<file path="src/rtl/ysyx_22050612_wbu.sv">
// Writeback unit: arbitrates ALU results and load responses onto the single
// register-file write port, extracts load data, and counts retired operations.
module ysyx_22050612_wbu #(
    parameter int ADDR_WIDTH = 5,
    parameter int DATA_WIDTH = 64
) (
    input  logic                  clk,
    input  logic                  rst,
    input  logic                  alu_valid,
    output logic                  alu_ready,
    input  logic [ADDR_WIDTH-1:0] alu_rd,
    input  logic [DATA_WIDTH-1:0] alu_data,
    input  logic                  lsu_valid,
    output logic                  lsu_ready,
    input  logic [ADDR_WIDTH-1:0] lsu_rd,
    input  logic [63:0]           lsu_rdata,
    input  logic [2:0]            lsu_funct3,
    input  logic [2:0]            lsu_offset,
    output logic                  wen,
    output logic [ADDR_WIDTH-1:0] waddr,
    output logic [DATA_WIDTH-1:0] wdata,
    output logic                  load_err,
    output logic [63:0]           retired
);

    logic [1:0]            starve_cnt;
    logic                  starved;
    logic                  alu_acc;
    logic                  lsu_acc;
    logic                  load_illegal;
    logic [63:0]           shifted;
    logic [63:0]           load_data;
    logic                  do_write;
    logic [ADDR_WIDTH-1:0] sel_rd;
    logic [DATA_WIDTH-1:0] sel_data;

    assign starved = (starve_cnt == 2'd3);

    // LSU normally wins a conflict; the ALU gets one turn after three straight losses.
    always_comb begin
        alu_ready = 1'b0;
        lsu_ready = 1'b0;
        if (!rst) begin
            alu_ready = alu_valid && (!lsu_valid || starved);
            lsu_ready = lsu_valid && !(alu_valid && starved);
        end
    end

    assign alu_acc      = alu_valid && alu_ready;
    assign lsu_acc      = lsu_valid && lsu_ready;
    assign load_illegal = (lsu_funct3 == 3'b111);
    assign shifted      = lsu_rdata >> {lsu_offset, 3'b000};

    always_comb begin
        load_data = 64'd0;
        case (lsu_funct3)
            3'b000:  load_data = {{56{shifted[7]}},  shifted[7:0]};
            3'b001:  load_data = {{48{shifted[15]}}, shifted[15:0]};
            3'b010:  load_data = {{32{shifted[31]}}, shifted[31:0]};
            3'b011:  load_data = shifted;
            3'b100:  load_data = {56'd0, shifted[7:0]};
            3'b101:  load_data = {48'd0, shifted[15:0]};
            3'b110:  load_data = {32'd0, shifted[31:0]};
            default: load_data = 64'd0;
        endcase
    end

    always_comb begin
        sel_rd   = alu_rd;
        sel_data = alu_data;
        do_write = 1'b0;
        if (alu_acc) begin
            do_write = (alu_rd != '0);
        end else if (lsu_acc) begin
            sel_rd   = lsu_rd;
            sel_data = load_data;
            do_write = !load_illegal && (lsu_rd != '0);
        end
    end

    // waddr/wdata only move on a real write so they keep the last written value.
    always_ff @(posedge clk) begin
        if (rst) begin
            wen        <= 1'b0;
            waddr      <= '0;
            wdata      <= '0;
            load_err   <= 1'b0;
            retired    <= 64'd0;
            starve_cnt <= 2'd0;
        end else begin
            wen      <= do_write;
            load_err <= lsu_acc && load_illegal;
            if (do_write) begin
                waddr <= sel_rd;
                wdata <= sel_data;
            end
            if (alu_acc || lsu_acc) begin
                retired <= retired + 64'd1;
            end
            if (alu_valid && !alu_acc) begin
                starve_cnt <= starved ? 2'd3 : starve_cnt + 2'd1;
            end else begin
                starve_cnt <= 2'd0;
            end
        end
    end

endmodule

</file>
<file path="config.mk">
export PLATFORM = sky130hd
export DESIGN_NAME = ysyx_22050612_wbu
export DESIGN_NICKNAME = d
export VERILOG_FILES = /design/src/rtl/ysyx_22050612_wbu.sv
export SDC_FILE = /design/constraint.sdc
export NUM_CORES = 1
export LEC_CHECK = 0
export CAP_MARGIN = 20
export CORE_MARGIN = 2
export CORE_UTILIZATION = 50
export DETAILED_ROUTE_END_ITERATION = 8
export GPL_ROUTABILITY_DRIVEN = 0
export HOLD_SLACK_MARGIN = 0.02
export PLACE_DENSITY = 0.95
export SLEW_MARGIN = 10
export SYNTH_ARGS = -nofsm -noshare
export SYNTH_HDL_FRONTEND = slang
export SYNTH_SLANG_ARGS = --single-unit
</file>
<file path="constraint.sdc">
create_clock -name clk -period 6.84 [get_ports clk]
set_input_delay 1.71 -clock clk [delete_from_list [all_inputs] [get_ports clk]]
set_output_delay 1.71 -clock clk [all_outputs]
set_load 0.005 [all_outputs]
</file>
After elaboration in Yosys (flattened, before gate mapping)
Index checks and enable logic that the tools add are counted.
{"block": "word_totals", "reg_bits": 137, "inputBits": 148, "out_inout_bits": 137, "wordCells": 46}
{"block": "classes", "add_sub_neg": 2, "eq_ne": 8, "shift": 1, "muxes": 10, "bitwise_logic": 1, "n_reduce_logical": 18}
{"operator": "$pmux 64 s7", "count": 1}
{"operator": "$mux 64", "count": 2}
{"operator": "$add 64x1->64 const B", "count": 1}
{"operator": "$shr 64x6->64", "count": 1}
{"operator": "$eq 3x3->1 const B", "count": 4}
{"operator": "$mux 5", "count": 2}
{"operator": "$reduce_bool 5->1", "count": 2}
{"operator": "$logic_and 1x1->1", "count": 8}
{"operator": "$eq 3x2->1 const B", "count": 2}
{"operator": "$logic_not 1->1", "count": 4}
{"operator": "$mux 1", "count": 4}
{"operator": "$eq 3x1->1 const B", "count": 1}
{"operator": "$logic_not 3->1", "count": 1}
{"operator": "$add 2x1->2 const B", "count": 1}
{"operator": "$eq 2x2->1 const B", "count": 1}
{"operator": "$logic_or 1x1->1", "count": 2}
{"operator": "$mux 2", "count": 1}
{"operator": "$reduce_or 2->1", "count": 1}
{"operator": "$not 1->1", "count": 1}

Longest topological paths before layout
Gate-level depths: netlist (run 1).
{"block": "depth", "ltp_word": 9, "ltp_mapped": 11, "mapped_depth_nobuf": 8}

Least setup slack after synthesis (run 1)
No wires, ideal clock.
{"block": "synth_path", "path_type": "input to output", "from": "input port rst", "to": "output port lsu_ready", "t_arrival_ps": 2547, "required_time_ps": 5130, "slack_ps": 2583, "cell_stages": 5, "n_path_buf": 2, "path_cell_list": "buf_6 > nor2b_1 > nand2_1 > clkinv_1 > clkbuf_1"}
{"block": "synth_between", "elab_chain_cells": 1}
{"element": "from (decl)", "line_no": "8", "source": "input logic rst,"}
{"element": "$mux 1", "line_no": "43", "source": "if (!rst) begin"}
{"element": "to (decl)", "line_no": "14", "source": "output logic lsu_ready,"}
No other way between the ends.

Worst setup path after layout (run 1)
{"block": "layout_path", "from": "input port alu_valid", "to": "output port lsu_ready"}
{"block": "layout_between", "elab_chain_cells": 4}
{"element": "from (decl)", "line_no": "9", "source": "input logic alu_valid,"}
{"element": "$logic_and 1x1->1", "line_no": "45", "source": "lsu_ready = lsu_valid && !(alu_valid && starved);"}
{"element": "$logic_not 1->1", "line_no": "45"}
{"element": "$logic_and 1x1->1", "line_no": "45"}
{"element": "$mux 1", "line_no": "43"}
No other way between the ends.

==> impl_results.md, run 1 <==
- Simple-Gate Fraction of Synth Area: 24.79%
- Largest net degree at the start of global routing: 66
- Vias in the first global route: 8455
- Final Slew Violations: 0
- Distinct cells, synth: 68
- Drt drc: 0
- Endpoint class of the critical path: primary output
- Actual slew at the worst max-slew pin: 1.125 ns
- Ys Warns: 0
- # fillers: 1214
- Worst EP required: 5.13 ns
- Post-layout min period: 5.691 ns
- First-pass GRT wire length: 44.86 mm
- Post-Syn Instances: 993
- Synthesized area: 8223 sq um
- Starting density of the core: 51.39%
- PortBufs: 284
- Fmax: 175.7 MHz
- Reg2reg path depth: 9
- Area Overhead vs Synth: 41.17%
- Prevailing post-synth register cell: dfxtp_1
- Outcome: completed
- CTS clk-pin slew, worst paths: 0.06 ns
- Final hold violation count: 0
- Global Route Usage Sum: 32.06%
- Post-synthesis mux area share: 12.90%
- WP data arrival: 3.98 ns
- TritonCTS Buffers: 17
- Clk_lat worst skew: 0.42 ns
- Vias per cell: 6.116
- Leakage dissipation: 4.288 nW
- Num rows: 46
- CP Class: primary input to primary output
- Core footprint: 16000 sq um
- WL final: 29.38 mm
- Syn Nets: 1142
- Area of the multi-input gates: 5041 sq um
- Via count: 8930
- R2r setup slk: 3.63 ns
- Syn Area/Cell: 8.281 sq um
- Most frequent cells in the layout: 280 x clkdlybuf4s50_1, 137 x dfxtp_1, 116 x nor2_1
- Reg area: 2743 sq um
- Setup Viol. Count Final: 0
- H-tree depth: 4
- Synth Area in XOR/XNOR: 5.965%
- CTS resizes: 0
- FF+latch count, synth: 137
- Hold buffer count at CTS: 0
- Top-level I/O count: 285
- Max Root-Sink Buffers: 2
- Final worst slack: 1.149 ns
- Placed Cells: 1428
- Commonest non-fill, non-tap cell in the layout: clkdlybuf4s50_1
- Fin nets: 1380
- Crit path max fanout: 18
- Post-synth EDFFs: 0
- Rel. slew slack: 25.01%
- Die area: 17490 sq um
- Post-Layout Cell Count: 1460
- Synth Area in Compound Gates: 17.50%
- Post-synth ARST share: 0%
- CTS sink cnt: 137
- Adder-cell share of the synthesized area: 0.1522%
- Share of cells above drive strength 1: 7.235%
- Global route total overflow: 0
- Initial antenna violation count: 1
- Largest family of logic cells by synthesized area: simple AND/OR/NAND/NOR gates
- Die Ht: 132.2 microns
- CP endpoint: lsu_ready
- Wirelength per Cell: 20.12 microns
- Die Width: 132.2 microns
- Root Buffer: clkbuf_16
- CP Launch Point: alu_valid
- Period utilisation layout: 83.20%
- DP Worst Slack: 1.233 ns
- Hpwl dp: 21.87 mm
- Reg-to-Reg End: wdata[39]$_SDFFE_PP0P_
- Sum of negative setup slack: 0 ns
- Final Util: 72.55%
- Sequential fraction of the synthesis area: 33.35%
- Startpoint class of the critical path: primary input
- RSZ-0062 raised after global routing: no
- Detailed Route Iter0 Violations: 873
- Max-cap violation count: 0
- Ant diodes: 0
- Critical R2R Launch: starve_cnt[0]$_SDFF_PP0_
- Worst hold path class: flop to flop
- Setup Skew: 0.008206 ns
- PD cells: 191.6 nW/um^2
- Number of routed nets with antenna violations: 0
- Maximum VDD drop: 0.1659 mV
- DR pass1 iterations: 8
- Buffer count from post-CTS setup fixing: 0
- CTS tree: built
-- report_power, final --
group,leakage [nW],internal (W),total (W),switching (W)
registers,1.12,0.000839,0.000865,0.0000257
logic,2.90,0.000235,0.000453,0.000218
clock network,0.274,0.000540,0.000906,0.000367
-- cell usage after synthesis, types with 4 or more instances --
master     instances  share of area, %
dfxtp_1          137                33
nor2_1           116               5.3
o21ai_0           91               5.5
nand2_1           70               3.2
a21oi_1           61               3.7
mux2i_1           61               7.4
xnor2_1           41               4.4
and3_1            40               3.0
clkbuf_1          34               1.6
nor3_1            30               1.8
nand3_1           24               1.5
buf_2             23               1.4
inv_1             18              0.82
mux4_2            17               4.7
nand4_1           16               1.2
and4_1            15               1.6
xor2_1            15               1.6
o211ai_1          11               1.0
a21o_1            10              0.91
a211oi_1           9              0.82
a22oi_1            9              0.82
o21ai_1            9              0.55
o2bb2ai_1          9              0.96
nand3b_1           8              0.73
nor2b_1            8              0.61
nor4_1             8              0.61
buf_4              7              0.64
o22ai_1            7              0.53
nand2b_1           6              0.46
mux2_2             5              0.68
or3_1              5              0.38
a31oi_1            4              0.30
and2_1             4              0.30
buf_6              4              0.55
o221ai_1           4              0.43
or2_2              4              0.30
-- flip-flops by register name, summed over array words and instances (netlist names) --
register    flops
load_err        1
retired        64
starve_cnt      2
waddr           5
wdata          64
wen             1
-- cells by family (layout without fill, tap and decap cells) --
kind of cell,Yosys count,after routing
buffers and inverters,93,344
DFF,137,137
AOI/OAI and AO/OA,241,241
xor gates and xnor gates,56,56
adders and majority gates,1,1
muxes,84,84
and+or+nand+nor,381,381
-- worst min-delay path by stage --
| stage | slack [ns] | to | cells past startpoint | start |
|---|---|---|---|---|
| after global placement | 0.44 | wdata[19]$_SDFFE_PP0P_ | 1 | wdata[19]$_SDFFE_PP0P_ |
| after CTS | 0.46 | wdata[63]$_SDFFE_PP0P_ | 2 | wdata[63]$_SDFFE_PP0P_ |
| after detailed placement | 0.44 | wdata[63]$_SDFFE_PP0P_ | 2 | wdata[63]$_SDFFE_PP0P_ |
| after global routing | 0.47 | wdata[29]$_SDFFE_PP0P_ | 1 | wdata[29]$_SDFFE_PP0P_ |
| final | 0.45 | wdata[63]$_SDFFE_PP0P_ | 2 | wdata[63]$_SDFFE_PP0P_ |
| after floorplan | 0.44 | starve_cnt[0]$_SDFF_PP0_ | 1 | starve_cnt[0]$_SDFF_PP0_ |
-- through the flow --
stage                     power (W)  cell area [sq um]  hold WS (ns)
final                      0.002224              11610        0.4527
after global routing       0.002295              11610        0.4659
after CTS                  0.002223              11610        0.4564
after detailed placement   0.001322              11030        0.4426
after global placement     0.001309              11000        0.4370
after floorplan            0.001085               8223        0.4371
-- per-layer routing --
metal  global-route usage [%]  vias up  wire [microns]
met2                    55.76      604           14490
met5                        0        -              13
met3                    7.228      126            2730
met4                    17.62        2            1573
met1                    36.47     4128           10570
li1                         -     4070               -
-- worst max-delay path, cell delays in order --
cell,delay [ns]
clkdlybuf4s50_1,0.63
nand3_1,0.19
nand2_1,0.31
clkinv_1,0.52
clkdlybuf4s50_1,0.60
-- final cells by class --
type,count,share of cell area (%)
Inverter,21,0.6790
Clock buffer,19,3.729
Multi-Input combinational cell,763,43.43
Clock inverter,13,1.250
Sequential cell,137,23.63
Timing Repair Buffer,291,24.96
Tap cell,216,2.328
No activity file was read; power rests on OpenSTA's default activity.
==> run 2, diff against run 1 <==
--- a/config.mk
+++ b/config.mk
@@ -7,11 +7,11 @@
 export LEC_CHECK = 0
 export CAP_MARGIN = 20
 export CORE_MARGIN = 2
-export CORE_UTILIZATION = 50
+export CORE_UTILIZATION = 46
 export DETAILED_ROUTE_END_ITERATION = 8
 export GPL_ROUTABILITY_DRIVEN = 0
 export HOLD_SLACK_MARGIN = 0.02
-export PLACE_DENSITY = 0.95
+export PLACE_DENSITY = 0.9
 export SLEW_MARGIN = 10
 export SYNTH_ARGS = -nofsm -noshare
 export SYNTH_HDL_FRONTEND = slang
==> constraint.sdc (replaced) <==
create_clock -name clk -period 5.5 [get_ports clk]
set_input_delay 1.375 -clock clk [delete_from_list [all_inputs] [get_ports clk]]
set_output_delay 1.375 -clock clk [all_outputs]
set_load 0.005 [all_outputs]
==> impl_results.md, run 2 (same netlist as run 1, synthesis figures left out) <==
- Hpwl dp: 21.81 mm
- Crit-path slowest cell: clkdlybuf4s50_1
- Crit path max fanout: 7
- Vias in the first global route: 8292
- Via count: 8799
- First-pass GRT wire length: 43.97 mm
- Vias per cell: 5.969
- Regs by FF count: retired (64), wdata (64), waddr (5)
- Area Overhead vs Synth: 42.88%
- Sum of negative setup slack: 0 ns
- Placed Cells: 1442
- Top-level I/O count: 285
- Top layer in use: met4
- Commonest non-fill, non-tap cell in the layout: clkdlybuf4s50_1
- Endpoint class of the critical path: primary output
- TritonCTS Buffers: 17
- CTS resizes: 0
- Maximum VDD drop: 0.1968 mV
- Largest net degree at the start of global routing: 96
- Max-cap violation count: 0
- Die area: 18960 sq um
- Worst hold path class: flop to flop
- Detailed Route Iter0 Violations: 775
- Final hold violation count: 0
- Post-Layout Cell Count: 1474
- Met1 wire length: 10.84 mm
- WL final: 29.01 mm
- Critical-path cell list: clkdlybuf4s50_1 > nor2b_1 > nand2_1 > clkinv_1 > clkdlybuf4s50_1
- Fin nets: 1385
- DR pass1 iterations: 7
- Number of routed nets with antenna violations: 0
- Leakage dissipation: 4.358 nW
- CTS tree: built
- CP Class: primary input to primary output
- Setup Viol. Count Final: 0
- Wirelength per Cell: 19.68 microns
- Startpoint class of the critical path: primary input
- PD cells: 251.4 nW/um^2
- H-tree depth: 4
- Outcome: completed
- Global route total overflow: 0
- Worst path buffer plus inverter count: 3
- # fillers: 1364
- Met2 routed WL: 14.39 mm
- Buffer count from post-CTS setup fixing: 0
- Drt drc: 0
- Post-layout min period: 4.404 ns
- Setup Skew: 0.01038 ns
- CP peak stage delay: 0.60 ns
- Actual slew at the worst max-slew pin: 1.052 ns
- RSZ-0062 raised after global routing: no
- Max Root-Sink Buffers: 2
- Hold buffer count at CTS: 0
- Share of cells above drive strength 1: 7.612%
- Most common cell on crit path: clkdlybuf4s50_1
- Die Width: 137.7 microns
- CTS sink cnt: 137
- Fmax: 227.1 MHz
- Rel. slew slack: 29.85%
- Die Ht: 137.7 microns
- Most frequent cells in the layout: 280 x clkdlybuf4s50_1, 137 x dfxtp_1, 116 x nor2_1
- WP data arrival: 3.03 ns
- Clk_lat worst skew: 0.42 ns
- Num rows: 48
- Metal3 WL: 2.528 mm
- Period utilisation layout: 80.07%
- Root Buffer: clkbuf_16
- PortBufs: 284
- Initial antenna violation count: 1
- CTS clk-pin slew, worst paths: 0.06 ns
- Starting density of the core: 47.21%
- Final Slew Violations: 0
- Global Route Usage Sum: 30.06%
- Core footprint: 17420 sq um
- Worst EP required: 4.12 ns
- Worst path top cell family by delay: buffers and inverters
[run 2: final timing paths]
kind                                 start                        to  slack [ns]  cells past startpoint
setup / recovery                 lsu_valid                 lsu_ready        1.10                      5
hold / removal      wdata[18]$_SDFFE_PP0P_    wdata[18]$_SDFFE_PP0P_        0.45                      1
setup reg to reg  retired[20]$_SDFFE_PP0P_  retired[46]$_SDFFE_PP0P_        2.58                      6
hold reg to reg     wdata[18]$_SDFFE_PP0P_    wdata[18]$_SDFFE_PP0P_        0.45                      1
[run 2: cell type report]
| cell class | instances | area, sq um | share of cell area (%) |
|---|---|---|---|
| multi-input cells | 763 | 5041 | 42.91 |
| diodes | 1 | 2.502 | 0.02130 |
| repair buffers | 296 | 2928 | 24.92 |
| flip-flops and latches | 137 | 2743 | 23.34 |
| inverters | 21 | 78.83 | 0.6709 |
| well taps | 225 | 281.5 | 2.396 |
| clock inverters | 11 | 217.7 | 1.853 |
| clock buffers | 20 | 456.7 | 3.887 |
[run 2: layer usage]
layer / global-route usage (%) / up-vias
met4: 14.51 / 0
met3: 7.358 / 83
met5: 0 / -
met2: 53.07 / 504
met1: 33.86 / 4133
li1: - / 4079
[run 2: power breakdown]
part,total [W],leakage (nW),internal (W),switching (W)
sequential,0.00107,1.12,0.00104,0.0000290
combinational,0.000563,2.92,0.000294,0.000269
clock,0.00132,0.323,0.000874,0.000444
[run 2: metrics by stage]
step | setup WS [ns] | instance area [sq um] | total power, W | util (%) | hold slack [ns]
global placement | 1.124 | 11070 | 0.001636 | 63.57 | 0.4370
detailed placement | 1.092 | 11070 | 0.001646 | 63.57 | 0.4400
global route | 1.032 | 11750 | 0.003044 | 67.44 | 0.4757
finish | 1.096 | 11750 | 0.002954 | 67.46 | 0.4501
floorplan | 1.913 | 8223 | 0.001349 | - | 0.4371
CTS | 1.095 | 11750 | 0.002949 | 67.44 | 0.4545
[run 2: worst register-to-register path, cell delays in order, from the launching register on]
cell	delay [ns]
dfxtp_1	0.43
nand4_2	0.19
nor3_2	0.40
nand4b_1	0.83
nor3_1	0.63
xnor2_1	0.21
nor2_1	0.07
